===== src/rtl/rv32f_pkg.sv =====
// rtl/rv32f_pkg.sv - shared constants and helpers for the RV32F register file
package rv32f_pkg;

   localparam int REG_IDX_W  = 5;
   localparam int CSR_ADDR_W = 12;
   localparam int FFLAGS_W   = 5;
   localparam int FRM_W      = 3;

   // CSR addresses
   localparam logic [CSR_ADDR_W-1:0] CSR_ADDR_FFLAGS = 12'h001;
   localparam logic [CSR_ADDR_W-1:0] CSR_ADDR_FRM    = 12'h002;
   localparam logic [CSR_ADDR_W-1:0] CSR_ADDR_FCSR   = 12'h003;

   // CSR op encodings
   typedef enum logic [1:0] {
      CSR_OP_READ  = 2'b00,
      CSR_OP_WRITE = 2'b01,
      CSR_OP_SET   = 2'b10,
      CSR_OP_CLEAR = 2'b11
   } csr_op_e;

   // fflags bit positions: {NV,DZ,OF,UF,NX}
   localparam int FFLAG_NX = 0;
   localparam int FFLAG_UF = 1;
   localparam int FFLAG_OF = 2;
   localparam int FFLAG_DZ = 3;
   localparam int FFLAG_NV = 4;

   // Reserved rounding-mode encodings
   localparam logic [FRM_W-1:0] FRM_RSVD_5 = 3'd5;
   localparam logic [FRM_W-1:0] FRM_RSVD_6 = 3'd6;
   localparam logic [FRM_W-1:0] FRM_RSVD_7 = 3'd7;

   function automatic logic frm_is_reserved(input logic [FRM_W-1:0] frm);
      return (frm == FRM_RSVD_5) || (frm == FRM_RSVD_6) || (frm == FRM_RSVD_7);
   endfunction

   // Read-modify-write of an 8-bit CSR image; callers keep only the field bits they own
   function automatic logic [7:0] csr_apply(input logic [1:0] op,
                                            input logic [7:0] old_v,
                                            input logic [7:0] wdata);
      logic [7:0] res;
      case (csr_op_e'(op))
         CSR_OP_WRITE: res = wdata;
         CSR_OP_SET:   res = old_v | wdata;
         CSR_OP_CLEAR: res = old_v & ~wdata;
         default:      res = old_v;
      endcase
      return res;
   endfunction

endpackage


===== src/rtl/rv32f_scoreboard.sv =====
// rtl/rv32f_scoreboard.sv - busy-bit scoreboard and issue stall for FP registers
module rv32f_scoreboard
   import rv32f_pkg::*;
#(
   parameter int NREG = 32
) (
   input  logic                 clk,
   input  logic                 rst,
   input  logic [REG_IDX_W-1:0] rs1,
   input  logic [REG_IDX_W-1:0] rs2,
   input  logic [REG_IDX_W-1:0] rs3,
   input  logic                 use_rs1,
   input  logic                 use_rs2,
   input  logic                 use_rs3,
   input  logic                 issue_en,
   input  logic [REG_IDX_W-1:0] issue_rd,
   input  logic                 wr_en,
   input  logic [REG_IDX_W-1:0] wr_addr,
   output logic                 stall
);

   logic [NREG-1:0] busy_q;
   logic [NREG-1:0] busy_d;
   logic            raw1, raw2, raw3, waw;

   // Hazard detection; a same-cycle writeback resolves the hazard on its register
   always_comb begin
      raw1  = use_rs1 && busy_q[rs1] && !(wr_en && (wr_addr == rs1));
      raw2  = use_rs2 && busy_q[rs2] && !(wr_en && (wr_addr == rs2));
      raw3  = use_rs3 && busy_q[rs3] && !(wr_en && (wr_addr == rs3));
      waw   = issue_en && busy_q[issue_rd] && !(wr_en && (wr_addr == issue_rd));
      stall = raw1 || raw2 || raw3 || waw;
   end

   // Busy update: writeback clears, then a non-stalled issue sets (set wins)
   always_comb begin
      busy_d = busy_q;
      if (wr_en) begin
         busy_d[wr_addr] = 1'b0;
      end
      if (issue_en && !stall) begin
         busy_d[issue_rd] = 1'b1;
      end
   end

   // Busy vector register
   always_ff @(posedge clk) begin
      if (rst) begin
         busy_q <= '0;
      end else begin
         busy_q <= busy_d;
      end
   end

endmodule


===== src/rtl/rv32f_fpr_file.sv =====
// rtl/rv32f_fpr_file.sv - RV32F register file with fcsr and issue scoreboard
module rv32f_fpr_file
   import rv32f_pkg::*;
#(
   parameter int NREG = 32,
   parameter int FLEN = 32
) (
   input  logic                  iCLK,
   input  logic                  iRST,
   input  logic [REG_IDX_W-1:0]  iRS1,
   input  logic [REG_IDX_W-1:0]  iRS2,
   input  logic [REG_IDX_W-1:0]  iRS3,
   output logic [FLEN-1:0]       oRS1_DATA,
   output logic [FLEN-1:0]       oRS2_DATA,
   output logic [FLEN-1:0]       oRS3_DATA,
   input  logic                  iUSE_RS1,
   input  logic                  iUSE_RS2,
   input  logic                  iUSE_RS3,
   input  logic                  iISSUE_EN,
   input  logic [REG_IDX_W-1:0]  iISSUE_RD,
   input  logic                  iWR_EN,
   input  logic [REG_IDX_W-1:0]  iWR_ADDR,
   input  logic [FLEN-1:0]       iWR_DATA,
   input  logic [FFLAGS_W-1:0]   iWR_FLAGS,
   input  logic                  iCSR_EN,
   input  logic [1:0]            iCSR_OP,
   input  logic [CSR_ADDR_W-1:0] iCSR_ADDR,
   input  logic [31:0]           iCSR_WDATA,
   output logic [31:0]           oCSR_RDATA,
   output logic                  oCSR_ILLEGAL,
   output logic [FRM_W-1:0]      oFRM,
   output logic                  oFRM_INVALID,
   output logic                  oSTALL
);

   logic [FLEN-1:0]     regs_q [NREG];
   logic [FLEN-1:0]     regs_d [NREG];
   logic [FRM_W-1:0]    frm_q, frm_d;
   logic [FFLAGS_W-1:0] fflags_q, fflags_d;

   logic       csr_legal;
   logic       csr_upd;
   logic [7:0] csr_old;
   logic [7:0] csr_new;
   logic       unused_csr_wdata_hi;

   assign unused_csr_wdata_hi = ^iCSR_WDATA[31:8];

   // Combinational reads with write-through bypass from the writeback port
   always_comb begin
      oRS1_DATA = (iWR_EN && (iWR_ADDR == iRS1)) ? iWR_DATA : regs_q[iRS1];
      oRS2_DATA = (iWR_EN && (iWR_ADDR == iRS2)) ? iWR_DATA : regs_q[iRS2];
      oRS3_DATA = (iWR_EN && (iWR_ADDR == iRS3)) ? iWR_DATA : regs_q[iRS3];
   end

   // Register array next state; f0 is an ordinary register
   always_comb begin
      regs_d = regs_q;
      if (iWR_EN) begin
         regs_d[iWR_ADDR] = iWR_DATA;
      end
   end

   // CSR decode and read mux; reads return the pre-update image
   always_comb begin
      csr_legal = (iCSR_ADDR == CSR_ADDR_FFLAGS) ||
                  (iCSR_ADDR == CSR_ADDR_FRM)    ||
                  (iCSR_ADDR == CSR_ADDR_FCSR);
      case (iCSR_ADDR)
         CSR_ADDR_FFLAGS: csr_old = {3'b000, fflags_q};
         CSR_ADDR_FRM:    csr_old = {5'b00000, frm_q};
         CSR_ADDR_FCSR:   csr_old = {frm_q, fflags_q};
         default:         csr_old = 8'h00;
      endcase
      csr_new      = csr_apply(iCSR_OP, csr_old, iCSR_WDATA[7:0]);
      csr_upd      = iCSR_EN && csr_legal && (csr_op_e'(iCSR_OP) != CSR_OP_READ);
      oCSR_RDATA   = (iCSR_EN && csr_legal) ? {24'h000000, csr_old} : 32'h0;
      oCSR_ILLEGAL = iCSR_EN && !csr_legal;
   end

   // fcsr next state; writeback flags are ORed on top of any CSR result
   always_comb begin
      frm_d    = frm_q;
      fflags_d = fflags_q;
      if (csr_upd) begin
         case (iCSR_ADDR)
            CSR_ADDR_FFLAGS: fflags_d = csr_new[FFLAGS_W-1:0];
            CSR_ADDR_FRM:    frm_d    = csr_new[FRM_W-1:0];
            CSR_ADDR_FCSR: begin
               frm_d    = csr_new[7:5];
               fflags_d = csr_new[FFLAGS_W-1:0];
            end
            default: ;
         endcase
      end
      if (iWR_EN) begin
         fflags_d = fflags_d | iWR_FLAGS;
      end
   end

   // Rounding mode is the stored value only; a same-cycle CSR write shows next cycle
   always_comb begin
      oFRM         = frm_q;
      oFRM_INVALID = frm_is_reserved(frm_q);
   end

   // State registers; reset discards everything presented in the same cycle
   always_ff @(posedge iCLK) begin
      if (iRST) begin
         for (int i = 0; i < NREG; i++) begin
            regs_q[i] <= '0;
         end
         frm_q    <= '0;
         fflags_q <= '0;
      end else begin
         regs_q   <= regs_d;
         frm_q    <= frm_d;
         fflags_q <= fflags_d;
      end
   end

   rv32f_scoreboard #(
      .NREG (NREG)
   ) u_scoreboard (
      .clk      (iCLK),
      .rst      (iRST),
      .rs1      (iRS1),
      .rs2      (iRS2),
      .rs3      (iRS3),
      .use_rs1  (iUSE_RS1),
      .use_rs2  (iUSE_RS2),
      .use_rs3  (iUSE_RS3),
      .issue_en (iISSUE_EN),
      .issue_rd (iISSUE_RD),
      .wr_en    (iWR_EN),
      .wr_addr  (iWR_ADDR),
      .stall    (oSTALL)
   );

endmodule


===== config.mk =====
export PLATFORM = sky130hd
export DESIGN_NAME = rv32f_fpr_file
export DESIGN_NICKNAME = d
export VERILOG_FILES = /design/src/rtl/rv32f_pkg.sv /design/src/rtl/rv32f_scoreboard.sv /design/src/rtl/rv32f_fpr_file.sv
export SDC_FILE = /design/constraint.sdc
export NUM_CORES = 2
export LEC_CHECK = 0
export BUFFER_PORTS_ARGS = -buffer_cell sky130_fd_sc_hd__buf_2
export CORE_ASPECT_RATIO = 0.6
export CORE_MARGIN = 2
export CORE_UTILIZATION = 25
export DETAILED_ROUTE_END_ITERATION = 6
export PLACE_DENSITY = 0.4
export REMOVE_ABC_BUFFERS = 1
export SYNTH_ARGS = -nofsm -noshare
export SYNTH_HDL_FRONTEND = slang
export SYNTH_SLANG_ARGS = --single-unit

===== constraint.sdc =====
create_clock -name iCLK -period 6.65 [get_ports iCLK]
set_input_delay 0.9975 -clock iCLK [delete_from_list [all_inputs] [get_ports iCLK]]
set_output_delay 0.9975 -clock iCLK [all_outputs]
set_load 0.02 [all_outputs]

======== Yosys cells after proc, flatten, opt, wreduce, memory -nomap -nowiden ========
Cells that the tools add are included.
word-level totals
  input bits .............................. 116
  output and inout bits ................... 134
  word-level logic and storage cells ...... 143
  register bits after elaboration ......... 1064
cells by class
  order comparisons ....................... 12
  bitwise logic cells ..................... 11
  reduce and logical (&&, ||, !) cells .... 36
  mux-type cells .......................... 36
  equal/unequal tests ..................... 13
operators with widths
  kind                   number
  $bwmux W1024           1
  $bmux W32 S5           3
  $mux W32               12
  $demux W32 S5          1
  $pmux W8 S3            2
  $and A32 B32 Y32       1
  $not A32 Y32           1
  $or A32 B32 Y32        1
  $lt A5 B6 Y1 const B   5
  $eq A12 B2 Y1 const B  2
  $ge A6 B6 Y1 const B   4
  $not A5 Y6             4
  $bmux W1 S5            4
  $eq A5 B5 Y1           4
  $logic_and A1 B1 Y1    19
  $mux W5                3
  $eq A12 B1 Y1 const B  1
  $demux W1 S5           2
  $ge A5 B1 Y1 const B   2
  $eq A3 B3 Y1 const B   3
  $and A8 B8 Y8          1
  $mux W8                1
  $not A8 Y8             1
  $or A8 B8 Y8           1
  11 further kinds       29

======== Longest topological paths before layout ========
  depth after elaboration ................. 10
  mapped depth ............................ 9
  gate-level depth less buffers ........... 6

======== Modules after synthesis ========
From an unflattened synthesis, not the netlist that was laid out.
unflattened totals
  cells, all modules ...................... 8319
  area, all modules ....................... 65725.5 µm²
modules (own cells, without submodules)
  module            area an instance (µm²)  seq. area each (µm²)  cells an instance  times used
  rv32f_fpr_file    62789.0                 20659.8               8002               1
  rv32f_scoreboard  2936.6                  640.6                 317                1

======== Worst setup path before layout ========
OpenSTA, ideal clock, no wires.
  kind .................................... input-to-output
  start ................................... input port iRS3[1]
  end ..................................... output port oRS3_DATA[23]
  path slack .............................. 2.620 ns
  data arrival time ....................... 3.032 ns
  stages .................................. 7
  data required time ...................... 5.653 ns
  path buffers ............................ 3
  cells stage by stage .................... buf_2 > buf_1 > clkbuf_1 > mux4_2 > mux4_2 > mux2i_1 > o21ai_0
on the way
  cells in the longest elaborated chain, start to end .. 5
  elaborated cells on any way between the ends .. 7
  those cells by class .................... eq/ne (1); mux (4); bitwise (1); reduce/logical (1)
RTL lines
  what                                          RTL line              RTL
  from (decl)                                   rv32f_fpr_file.sv:12  input logic [REG_IDX_W-1:0] iRS3,
  $not A5 Y6 (implied by the code)              rv32f_fpr_file.sv:53  oRS3_DATA = (iWR_EN && (iWR_ADDR == iRS3)) ? iWR_DATA : regs_q[iRS3];
  $bmux W32 S5                                  rv32f_fpr_file.sv:53
  $mux W32 (implied by the code) (2 in series)  rv32f_fpr_file.sv:53
  $mux W32 *                                    rv32f_fpr_file.sv:53
  to (decl)                                     rv32f_fpr_file.sv:15  output logic [FLEN-1:0] oRS3_DATA,
Every way passes the cells marked *; elsewhere a longest branch is shown, timed or not. The select of a mux whose other input is x is not followed.

======== Final worst setup path ========
  start ................................... input port iRS3[0]
  end ..................................... output port oRS3_DATA[14]
Same word-level chain as after synthesis.

==> flow_summary.ini <==
[timing]
post-route-period-util = 0.758
fmax_ghz = 0.198
finalSetupViolCount = 0
rsz0062_at_grt = false
hold_viol = 0
skew_ns = 0.00890
max_slew_margin = 0.108
fin_setup_tns_ns = 0
maxSlewViolCount = 0
period_needed_ns = 5.04
tightestPinTransition_ns = 1.34

[global_routing]
grt_usage = 0.234
grt_pass1_vias = 51192
overflow = 0
grt_pass1_wl_mm = 426
grt_max_degree = 214
antenna_found_initial = 12

[synthesis]
synth_top_family_by_area = multiplexers
async_flop_share = 0
synthAdderAreaFrac = 0
yosysUniqueCellTypes = 47
synthFlopType = dfxtp_1
synthCells = 6530
yosys.area_share.simple = 0.146
synth_xor_area_frac = 0.00358
synth_warnings = 0
synth_compound_area_frac = 0.0953
synth_edf_count = 0
ys_ff_latch = 1064
syn_area_per_cell_um2 = 9.74
synthMuxAreaShare = 0.369
ys_seq_area_frac = 0.335
netlist_area_mm2 = 0.0636

[floorplanning]
core.rowCount = 143
die_w_um = 655
start_util = 0.251
dieArea_mm2 = 0.259
core-area_mm2 = 0.253
ios = 250
fp.dieH_um = 395

[detailed_routing]
drtIter0Drc = 7523
routedWlPerCell_um = 31.8
via_per_inst = 5.62
vias = 54841
antenna_left = 0
wl_mm = 310
drc = 0
drt_pass1_iterations = 6

[power_and_ir_drop]
power_density_mw_per_mm2 = 207
leakage_nw = 22.6
ir_drop_mv = 0.209
total_power_w = 0.0148

[critical_path]
crit_path_start_kind = primary input
crit_type = in2out
worstPathRequired_ns = 5.65
critPathMaxStageDelay_ns = 0.65
slowest_stage = mux2i_1
crit_top_cell = mux4_2
worst-path-max-fanout = 40
r2r_cells = 7
crit_buf_inv = 3
path_delay_family = multiplexers
crit_path_end_kind = output port
r2r-start = u_scoreboard.busy_q[25]
r2r_end = u_scoreboard.busy_q[31]
cp_cell_sequence = buf_8 > buf_4 > mux4_2 > mux4_2 > mux2i_1 > o21ai_0 > buf_2
arrival_ns = 4.04
rrSetupSlack_ns = 4.45
cp-startpoint = iRS3[0]

[place]
numPortBuffers = 201
dp.final_hpwl_mm = 174
gp_congestion = 0.810

[status]
status = complete, no violations

[cts]
cts.clk_slew.worst_paths_ns = 0.07
cts_made_buffers = 110
cts_tree = yes
clock_sinks = 1064
htree_levels = 3
clock_latency_ns = 0.76
cts_resized = 0
cts_setup_buffers = 0
cts_root_buf = clkbuf_16
hold_buffers = 0
cts_buffer_depth = 3

[finish]
fillCellCount = 26418
final_cell_mix = 2199 x nand2_1, 1064 x dfxtp_1, 1038 x a21oi_1, 992 x mux4_2, 187 x buf_2
layout_commonest_cell = nand2_1
drive_above_1_share = 0.251
area_growth_pct = 12.5
layout.nets = 6377

[hold_path]
hold_class = reg2reg
min_from = regs_q[4]
whs_path_depth = 2
min_to = regs_q[4]

[flow_run]
maxCapViolCount = 0
per-layer routing:
metal,wire length [µm],up-vias,GRT usage,share of wire
met5,26,-,0,0.000084
met4,7620,4,0.0560,0.025
met3,33400,433,0.0555,0.11
met2,131000,3169,0.338,0.42
met1,138000,28290,0.349,0.44
li1,-,22945,-,-
worst max-delay path by stage:
stage                         end  slack, ns  depth (start not counted)
finish              oRS3_DATA[14]       1.61                          7
CTS                  oRS3_DATA[3]       1.49                          6
global placement     oRS3_DATA[3]       1.52                          6
floorplan            oRS3_DATA[0]       2.56                          4
global route        oRS3_DATA[18]       1.35                          8
detailed placement   oRS3_DATA[3]       1.51                          6
layout make-up:
cell class	count	area, µm²	area share
Clock inverter	44	482	0.00673
Antenna cell	1	2.50	0.0000350
Timing Repair Buffer	339	2550	0.0357
Multi-Input combinational cell	4733	39600	0.554
Sequential cell	1064	21300	0.298
Inverter	13	53.8	0.000752
Tap cell	3407	4260	0.0596
Clock buffer	163	3300	0.0461
worst register-to-register path: stages, from the launching register on:
cell and delay [ns]:
dfxtp_1 0.43, mux4_2 0.28, mux2i_1 0.10, a221oi_1 0.44
o211ai_1 0.15, nand4_1 0.11, buf_4 0.37, o21ai_0 0.18
through the flow:
step                      hold slack (ns)  worst slack [ns]   util  instance area, µm²  cells
after detailed placement            0.468              1.51  0.268               67800   9556
final                               0.476              1.61  0.283               71600   9764
after floorplan                     0.447              2.56      -               60500   5810
after global routing                0.473              1.35  0.283               71600   9763
after global placement              0.460              1.52  0.268               67800   9556
after CTS                           0.433              1.49  0.283               71600   9763
synth_stat cells (7+ instances only):
cell / number / area share
and3_1: 7 / 0.00069
buf_4: 59 / 0.0070
and2_1: 8 / 0.00079
a211oi_1: 11 / 0.0013
nand3b_1: 37 / 0.0044
o21ai_0: 37 / 0.0029
a21oi_1: 1038 / 0.082
buf_1: 51 / 0.0030
o21ai_1: 93 / 0.0073
nor4_1: 8 / 0.00079
nand2_1: 2231 / 0.13
dfxtp_1: 1064 / 0.33
buf_6: 16 / 0.0028
xor2_1: 16 / 0.0022
nand3_1: 9 / 0.00071
mux4_2: 992 / 0.35
clkbuf_1: 550 / 0.032
mux2i_1: 111 / 0.017
xnor2_1: 10 / 0.0014
buf_2: 65 / 0.0051
nor2_1: 48 / 0.0028
inv_1: 11 / 0.00065
where the power goes:
| part | internal, W | total [W] | switching (W) |
|---|---|---|---|
| sequential | 0.00642 | 0.00647 | 0.0000475 |
| combinational | 0.000477 | 0.00153 | 0.00106 |
| clock | 0.00378 | 0.00681 | 0.00304 |
| total | 0.0107 | 0.0148 | 0.00414 |
registers in the layout, indices dropped and copies added (netlist names):
name and count:
oFRM 3, fflags_q 5, regs_q 1024, u_scoreboard.busy_q 32
cell families (layout without fill, tap and decap cells):
family,after synthesis,in the layout
AO/OA/AOI/OAI,1195,1195
XOR/XNOR,26,26
buffers and inverters,756,559
flip-flops,1064,1064
multiplexers,1103,1103
other,1,25
AND/OR/NAND/NOR,2385,2385
No activity file was read; power rests on OpenSTA's default activity.
